$ cat src/rtl/acq_started_poller_if.sv
// Avalon-MM read channel between the acquisition-started poller (master)
// and the status PIO slave port.
//   avm_address     : read address, always 0 (master -> slave)
//   avm_read        : read request (master -> slave)
//   avm_waitrequest : slave stall (slave -> master)
//   avm_readdata    : 1-bit PIO level, fixed read latency (slave -> master)
interface acq_started_poller_if;
    logic [1:0] avm_address;
    logic       avm_read;
    logic       avm_waitrequest;
    logic       avm_readdata;

    modport master (
        output avm_address,
        output avm_read,
        input  avm_waitrequest,
        input  avm_readdata
    );

    modport slave (
        input  avm_address,
        input  avm_read,
        output avm_waitrequest,
        output avm_readdata
    );
endinterface

$ cat src/rtl/acq_started_poller.sv
// Periodically polls the acquisition-started status PIO over Avalon-MM and
// turns the polled level into a registered status, a one-cycle rising-edge
// pulse and a timestamp of that edge.
// Ports:
//   clk             : system clock, rising edge
//   reset           : asynchronous, active-high
//   enable          : polling enable (level)
//   avm             : Avalon-MM read master (address/read/waitrequest/readdata)
//   acq_started     : last successfully polled level
//   acq_start_pulse : one-cycle pulse on a polled 0->1 transition
//   acq_start_ts    : free-running counter value at the rising capture
//   timeout_err     : sticky, set when a stalled read is abandoned
//
// state | meaning
// IDLE  | polling disabled, no request outstanding
// READ  | avm_read asserted, waiting for waitrequest low
// LAT   | read accepted, waiting out the fixed read latency
// GAP   | idle spacing between polls
module acq_started_poller #(
    parameter int POLL_INTERVAL = 16,
    parameter int READ_LATENCY  = 1,
    parameter int TIMEOUT       = 64,
    parameter int TS_WIDTH      = 32
) (
    input  logic                      clk,
    input  logic                      reset,
    input  logic                      enable,
    acq_started_poller_if.master      avm,
    output logic                      acq_started,
    output logic                      acq_start_pulse,
    output logic [TS_WIDTH-1:0]       acq_start_ts,
    output logic                      timeout_err
);

    localparam int STALL_W = $clog2(TIMEOUT + 1);
    localparam int LAT_W   = $clog2(READ_LATENCY + 1);
    localparam int GAP_W   = $clog2(POLL_INTERVAL + 1);

    typedef enum logic [1:0] {
        ST_IDLE = 2'd0,
        ST_READ = 2'd1,
        ST_LAT  = 2'd2,
        ST_GAP  = 2'd3
    } state_t;

    state_t              state_q;
    state_t              state_d;
    logic [STALL_W-1:0]  stall_cnt;
    logic [LAT_W-1:0]    lat_cnt;
    logic [GAP_W-1:0]    gap_cnt;
    logic [TS_WIDTH-1:0] ts_cnt;

    logic accept;
    logic stall_tc;
    logic lat_tc;
    logic gap_tc;
    logic capture;

    assign accept   = (state_q == ST_READ) && !avm.avm_waitrequest;
    // Fires on the edge at which the stall count reaches TIMEOUT.
    assign stall_tc = (state_q == ST_READ) && avm.avm_waitrequest &&
                      (stall_cnt == STALL_W'(TIMEOUT - 1));
    assign lat_tc   = (lat_cnt == LAT_W'(1));
    assign gap_tc   = (gap_cnt == GAP_W'(1));
    assign capture  = (state_q == ST_LAT) && lat_tc;

    always_ff @(posedge clk or posedge reset) begin
        if (reset) begin
            state_q <= ST_IDLE;
        end else begin
            state_q <= state_d;
        end
    end

    // Once a request is on the bus it is never withdrawn by enable; enable
    // only decides where to go after the transaction ends.
    always_comb begin
        state_d = state_q;
        case (state_q)
            ST_IDLE: begin
                if (enable) state_d = ST_READ;
            end
            ST_READ: begin
                if (accept)        state_d = ST_LAT;
                else if (stall_tc) state_d = ST_GAP;
            end
            ST_LAT: begin
                if (lat_tc) state_d = enable ? ST_GAP : ST_IDLE;
            end
            ST_GAP: begin
                if (gap_tc) state_d = enable ? ST_READ : ST_IDLE;
            end
            default: state_d = ST_IDLE;
        endcase
    end

    always_comb begin
        avm.avm_read    = (state_q == ST_READ);
        avm.avm_address = 2'd0;
    end

    always_ff @(posedge clk or posedge reset) begin
        if (reset) begin
            ts_cnt    <= '0;
            stall_cnt <= '0;
            lat_cnt   <= '0;
            gap_cnt   <= '0;
        end else begin
            ts_cnt    <= ts_cnt + 1'b1;
            stall_cnt <= '0;
            case (state_q)
                ST_READ: begin
                    if (avm.avm_waitrequest && !stall_tc) stall_cnt <= stall_cnt + 1'b1;
                    if (accept)   lat_cnt <= LAT_W'(READ_LATENCY);
                    if (stall_tc) gap_cnt <= GAP_W'(POLL_INTERVAL);
                end
                ST_LAT: begin
                    lat_cnt <= lat_cnt - 1'b1;
                    if (lat_tc) gap_cnt <= GAP_W'(POLL_INTERVAL);
                end
                ST_GAP: begin
                    gap_cnt <= gap_cnt - 1'b1;
                end
                default: ;
            endcase
        end
    end

    // acq_started doubles as the previous-sample register: it only changes
    // on a successful capture.
    always_ff @(posedge clk or posedge reset) begin
        if (reset) begin
            acq_started     <= 1'b0;
            acq_start_pulse <= 1'b0;
            acq_start_ts    <= '0;
            timeout_err     <= 1'b0;
        end else begin
            acq_start_pulse <= 1'b0;
            if (capture) begin
                acq_started <= avm.avm_readdata;
                if (avm.avm_readdata && !acq_started) begin
                    acq_start_pulse <= 1'b1;
                    acq_start_ts    <= ts_cnt;
                end
            end
            if (stall_tc) begin
                timeout_err <= 1'b1;
            end else if ((state_q == ST_IDLE) && !enable) begin
                timeout_err <= 1'b0;
            end
        end
    end

endmodule

$ cat src/flat_wrapper.sv
// flat-port wrapper written by rule: the top's interface ports become plain ports
module acq_started_poller_flat 
#(
    parameter int POLL_INTERVAL = 16,
    parameter int READ_LATENCY  = 1,
    parameter int TIMEOUT       = 64,
    parameter int TS_WIDTH      = 32
)
  (clk, reset, enable, acq_started, acq_start_pulse, acq_start_ts, timeout_err, avm_avm_address, avm_avm_read, avm_avm_waitrequest, avm_avm_readdata);
  acq_started_poller_if avm_i ();
  input  logic clk;
  input  logic reset;
  input  logic enable;
  output logic acq_started;
  output logic acq_start_pulse;
  output logic [TS_WIDTH-1:0] acq_start_ts;
  output logic timeout_err;
  output wire logic [$bits(avm_i.avm_address)-1:0] avm_avm_address;
  output wire logic [$bits(avm_i.avm_read)-1:0] avm_avm_read;
  input wire logic [$bits(avm_i.avm_waitrequest)-1:0] avm_avm_waitrequest;
  input wire logic [$bits(avm_i.avm_readdata)-1:0] avm_avm_readdata;
  assign avm_avm_address = avm_i.avm_address;
  assign avm_avm_read = avm_i.avm_read;
  assign avm_i.avm_waitrequest = avm_avm_waitrequest;
  assign avm_i.avm_readdata = avm_avm_readdata;
  acq_started_poller #(.POLL_INTERVAL(POLL_INTERVAL), .READ_LATENCY(READ_LATENCY), .TIMEOUT(TIMEOUT), .TS_WIDTH(TS_WIDTH)) u_core (.clk(clk), .reset(reset), .enable(enable), .avm(avm_i), .acq_started(acq_started), .acq_start_pulse(acq_start_pulse), .acq_start_ts(acq_start_ts), .timeout_err(timeout_err));
endmodule
$ cat config.mk
export PLATFORM = sky130hd
export DESIGN_NAME = acq_started_poller_flat
export DESIGN_NICKNAME = d
export VERILOG_FILES = /design/src/rtl/acq_started_poller_if.sv /design/src/rtl/acq_started_poller.sv /design/src/flat_wrapper.sv
export SDC_FILE = /design/constraint.sdc
export NUM_CORES = 1
export LEC_CHECK = 0
export BUFFER_PORTS_ARGS = -buffer_cell sky130_fd_sc_hd__buf_2
export CORE_ASPECT_RATIO = 1.1
export CORE_MARGIN = 1.5
export CORE_UTILIZATION = 45
export DETAILED_ROUTE_END_ITERATION = 7
export GPL_ROUTABILITY_DRIVEN = 0
export PLACE_DENSITY = 0.67
export SYNTH_ARGS = -nofsm -noshare
export SYNTH_HDL_FRONTEND = slang
export SYNTH_SLANG_ARGS = --single-unit
$ cat constraint.sdc
create_clock -name clk -period 3.59 [get_ports clk]
set_input_delay 0.5385 -clock clk [delete_from_list [all_inputs] [get_ports clk]]
set_output_delay 0.5385 -clock clk [all_outputs]
set_load 0.05 [all_outputs]
== Yosys cells after proc, flatten, opt, wreduce, memory -nomap -nowiden ==
Cells that the tools add are included.

* Register bits: 82
* Input bits: 5
* Output and inout port bits: 38
* Logic and storage cells: 62

* Add/subtract/negate cells: 4
* Equality and inequality tests: 11
* Mux-type cells: 19
* Reductions and logical operators: 19

{| class="wikitable"
|+ Operators by type and width
! kind !! number
|-
| $add A32 B1 Y32 const B || 1
|-
| $pmux W5 S3 || 1
|-
| $mux W7 || 2
|-
| $mux W2 || 6
|-
| $mux W5 || 2
|-
| $ne A2 B1 Y1 const B || 4
|-
| $pmux W2 S4 || 1
|-
| $add A7 B1 Y7 const B || 1
|-
| $eq A7 B6 Y1 const B || 1
|-
| $logic_and A1 B1 Y1 || 7
|-
| $mux W1 || 6
|-
| $eq A5 B1 Y1 const B || 1
|-
| $sub A5 B1 Y5 const B || 1
|-
| $eq A2 B2 Y1 const B || 2
|-
| $logic_not A1 Y1 || 4
|-
| $reduce_and A2 Y1 || 2
|-
| $reduce_and A4 Y1 || 1
|-
| $reduce_bool A2 Y1 || 2
|-
| $ne A3 B1 Y1 const B || 1
|-
| $reduce_and A3 Y1 || 1
|-
| $reduce_bool A3 Y1 || 1
|-
| $eq A2 B1 Y1 const B || 1
|-
| $logic_not A2 Y1 || 1
|-
| $ne A2 B2 Y1 const B || 1
|-
| 2 further kinds || 2
|}

== Depth between registers and ports, before layout ==
* Word-level depth: 7
* Mapped depth: 6
* Depth with buffers taken out: 6

== Least setup slack after synthesis ==
OpenSTA, ideal clock, no wires.

* Path type: register to register
* From: reg u_core.state_q[0]
* To: reg u_core.state_q[1]
* Arrival: 1.760 ns
* Data required time: 3.463 ns
* Setup slack: 1.703 ns
* Stages on the path, launching flop included: 5
* Buffers on the path: 0
* Path through: dfrtp_1 > nor2b_1 > and2_1 > o21ai_0 > a21boi_0

* Word-level cells in the longest chain between the ends: 5
* Elaborated cells on any way between the ends: 14
* Classes of those cells: eq/ne (7); mux (2); reduce/logical (5)

{| class="wikitable"
|+ Ends and longest elaborated chain
! item !! RTL line !! text
|-
| from (decl) || acq_started_poller.sv:46 || <nowiki>state_t state_q;</nowiki>
|-
| from (signal assigned) || acq_started_poller.sv:71 || <nowiki>state_q <= state_d;</nowiki>
|-
| $eq A2 B1 Y1 (*) || n/a ||
|-
| named net avm_avm_read || flat_wrapper.sv:19 || <nowiki>output wire logic [$bits(avm_i.avm_read)-1:0] avm_avm_read;</nowiki>
|-
| $logic_and A1 B1 Y1 (2 in a row) || acq_started_poller.sv:61 || <nowiki>assign stall_tc = (state_q == ST_READ) && avm.avm_waitrequest &&</nowiki>
|-
| $ne A3 B1 Y1 (no source line) || n/a ||
|-
| $reduce_and A4 Y1 (no source line) || n/a ||
|}

Mark *: on every way through the listed nets, which the timed path passes. The rest lies on a longest branch.
A chain may end at the register's enable or synchronous reset.

== Final worst setup path ==
* From: reg u_core.state_q[0]
* To: out avm_avm_read

* Word-level cells in the longest chain between the ends: 1

{| class="wikitable"
|+ Ends and longest elaborated chain
! item !! RTL line !! text
|-
| $eq A2 B1 Y1 || acq_started_poller.sv:98 || <nowiki>avm.avm_read = (state_q == ST_READ);</nowiki>
|-
| to (decl) || flat_wrapper.sv:19 ||
|}

Every way passes these cells.

==> results.py <==
metrics = {
    "sta": {
        "slew_headroom_pct": 47.5,
        "drv_slew": 0,
        "setup_tns_ns": 0,
        "finalHoldViolCount": 0,
        "worst_pin_slew_ns": 0.787,
        "finalCriticalPeriod_ns": 2.13,
        "rsz0062_at_grt": "no",
        "fin_skew_ns": 0.00800,
        "setup_viol": 0,
        "finalCritPeriodShare_pct": 59.4,
        "fmax_ghz": 0.469,
    },
    "pwr": {
        "power_w": 0.00234,
        "p_per_area_nw_per_um2": 576,
        "power_leakage_nw": 1.96,
        "peakVddDrop_uv": 492,
    },
    "floorplan": {
        "core_area_um2": 7560,
        "rows": 33,
        "die_w_um": 87.7,
        "ios": 43,
        "die_h_um": 96.2,
        "dieArea_um2": 8430,
        "initial_utilization_pct": 47.0,
    },
    "synthesis": {
        "synthAdderAreaFrac_pct": 1.41,
        "syn-cell-area_um2": 3550,
        "ys_async_sr_fraction_pct": 100,
        "synth-seq-area-share_pct": 57.8,
        "syn-instance-count": 284,
        "synth_ff_type": "dfrtp_1",
        "synth-xor-area-share_pct": 9.13,
        "synth.distinct_cells": 44,
        "synth-compound-area-share_pct": 3.10,
        "synth_top_family_by_area": "simple AND/OR/NAND/NOR gates",
        "ys_seq_elements": 82,
        "yosysWarnings": 0,
        "synth_edf_count": 0,
        "synth.area.mux_share_pct": 10.5,
        "avgSynthCellArea_um2": 12.5,
        "synth-simple-area-share_pct": 15.1,
    },
    "finish": {
        "final_util_pct": 53.8,
        "final_nets": 341,
        "antenna_cells": 0,
        "area_delta_synth_final_pct": 14.4,
        "final_area_um2": 4060,
        "layout.cells.non_filler": 441,
        "drive_above_1_share_pct": 29.5,
    },
    "clocking": {
        "clk_pin_slew_worst_paths_ns": 0.08,
        "clock_latency_ns": 0.35,
        "htree_levels": 3,
        "ctsRootBufferMaster": "clkbuf_8",
        "cts.sinks": 82,
        "clock_path_buffers": 2,
        "postCtsSetupBuffers": 0,
        "cts_buffers": 9,
        "ctsHoldBuffers": 0,
        "post_cts_resized": 0,
        "cts_tree": "yes",
    },
    "placement": {
        "numPortBuffers": 40,
        "place_area_um2": 3860,
        "dp_cells": 426,
        "dp_hpwl_mm": 4.16,
    },
    "job": {
        "cap_violations": 0,
    },
    "global_routing": {
        "grt_pass1_wl_mm": 10.2,
        "grt_max_degree": 47,
        "grt_use_total_pct": 15.9,
        "antenna_found_initial": 0,
        "grt_pass1_vias": 2137,
        "grt_overflow": 0,
    },
    "setup_path": {
        "r2r-end": "u_core.acq_start_ts[11]",
        "cp.required_ns": 3.05,
        "rrSetupSlack_ns": 1.81,
        "worstSetupPathType": "flip-flop to primary output",
        "r2r_cells": 4,
        "worstPathArrival_ns": 1.59,
        "regToRegStartpoint": "u_core.state_q[1]",
        "start_kind": "flip-flop",
        "end_kind": "primary output",
        "crit_fanout": 13,
    },
    "route": {
        "vias_per_cell": 5.07,
        "ant_nets": 0,
        "first_pass_iters": 4,
        "drcViolationCount": 0,
        "drt-initial-drc-count": 90,
        "wl_per_cell_um": 13.6,
        "wl_mm": 5.98,
        "dr_total_vias": 2237,
    },
    "worst_hold_path": {
        "hold_path.class": "primary input to asynchronous set/reset pin",
    },
    "outcome": {
        "status": "complete, no violations",
    },
}
-- metal layers --
metal / track usage, % / vias up / wire [um] / part of all wire [%]
li1: - / 1082 / - / -
met1: 21.2 / 1089 / 2910 / 49
met2: 24.1 / 53 / 2710 / 45
met3: 3.09 / 13 / 210 / 3.5
met4: 9.26 / 0 / 136 / 2.3
met5: 0 / - / 0 / 0
-- Yosys cell counts (all sizes together), types with 3 or more instances --
master | count | area [um^2]
nor2 | 16 | 60.1
nor3 | 6 | 40.0
nand4 | 11 | 75.1
xor2 | 7 | 61.3
mux2 | 33 | 372
and4 | 4 | 35.0
o2bb2ai | 3 | 26.3
nand3 | 16 | 80.1
buf | 7 | 58.8
dfrtp | 82 | 2050
ha | 4 | 50.1
and2 | 4 | 25.0
and3 | 5 | 31.3
nand2 | 18 | 70.1
inv | 10 | 37.5
xnor2 | 30 | 263
a21oi | 4 | 20.0
-- power breakdown --
group          leakage [nW]  switching (W)  total (W)  internal, W
clock network         0.106       0.000312   0.000686     0.000374
logic                 0.758       0.000347   0.000539     0.000193
registers              1.10       0.000101    0.00111      0.00101
total                  1.96       0.000760    0.00234      0.00158
-- worst max-delay path, stage by stage (launching register included) --
cell and delay, ns:
dfrtp_1 0.61, nor2b_1 0.31, buf_2 0.32
-- state kept, by name, indices dropped and copies added (netlist names) --
name,cells
u_core.acq_start_ts,32
u_core.state_q,2
u_core.acq_started,1
u_core.lat_cnt,1
u_core.gap_cnt,5
u_core.timeout_err,1
u_core.stall_cnt,7
u_core.ts_cnt,32
u_core.acq_start_pulse,1
-- layout make-up --
type | instances | area [um^2]
clock inverter | 2 | 35.0
fill | 648 | 3490
clock buffer | 13 | 169
timing repair buffer | 45 | 238
sequential | 82 | 2050
multi-input combinational | 184 | 1400
inverter | 10 | 38.8
tap | 105 | 131
-- how the worst max path moves through the flow --
stage                 startpoint                       to  slack [ns]
2_1_floorplan              reset   u_core.acq_start_pulse        0.94
3_3_place_gp   u_core.state_q[1]  u_core.acq_start_ts[25]        1.85
3_5_place_dp   u_core.state_q[1]  u_core.acq_start_ts[11]        1.81
4_1_cts        u_core.state_q[0]             avm_avm_read        1.47
5_1_grt        u_core.state_q[0]             avm_avm_read        1.38
6_report       u_core.state_q[0]             avm_avm_read        1.46
-- placed cells by master, fill, tap and decap left out, drive strengths merged, types with 2 or more instances in the layout --
| master | instances |
|---|---|
| dfrtp | 82 |
| buf | 45 |
| mux2 | 33 |
| xnor2 | 30 |
| nand2 | 18 |
| nor2 | 16 |
| nand3 | 16 |
| clkbuf | 13 |
| nand4 | 11 |
| inv | 9 |
| xor2 | 7 |
| nor3 | 6 |
| and3 | 5 |
| and4 | 4 |
| a21oi | 4 |
| and2 | 4 |
| ha | 4 |
| o2bb2ai | 3 |
| o21ai | 2 |
| clkinv | 2 |
| or2b | 2 |
| conb | 2 |
| nor4b | 2 |
| nor4 | 2 |
-- per-stage QoR --
stage,setup slack [ns],hold slack (ns)
4_1_cts,1.47,0.327
3_5_place_dp,1.81,0.465
5_1_grt,1.38,0.367
2_1_floorplan,0.943,0.433
3_3_place_gp,1.85,0.453
6_report,1.46,0.300
-- logic make-up (layout without fill, tap and decap cells) --
group / count (synthesis) / in the layout
buffers and inverters: 19 / 70
AOI/OAI and AO/OA: 16 / 16
DFF: 82 / 82
xor gates and xnor gates: 37 / 37
muxes: 33 / 33
adders and majority gates: 4 / 4
other: 1 / 2
and+or+nand+nor: 92 / 92
Power figures use the tool's default switching activity.
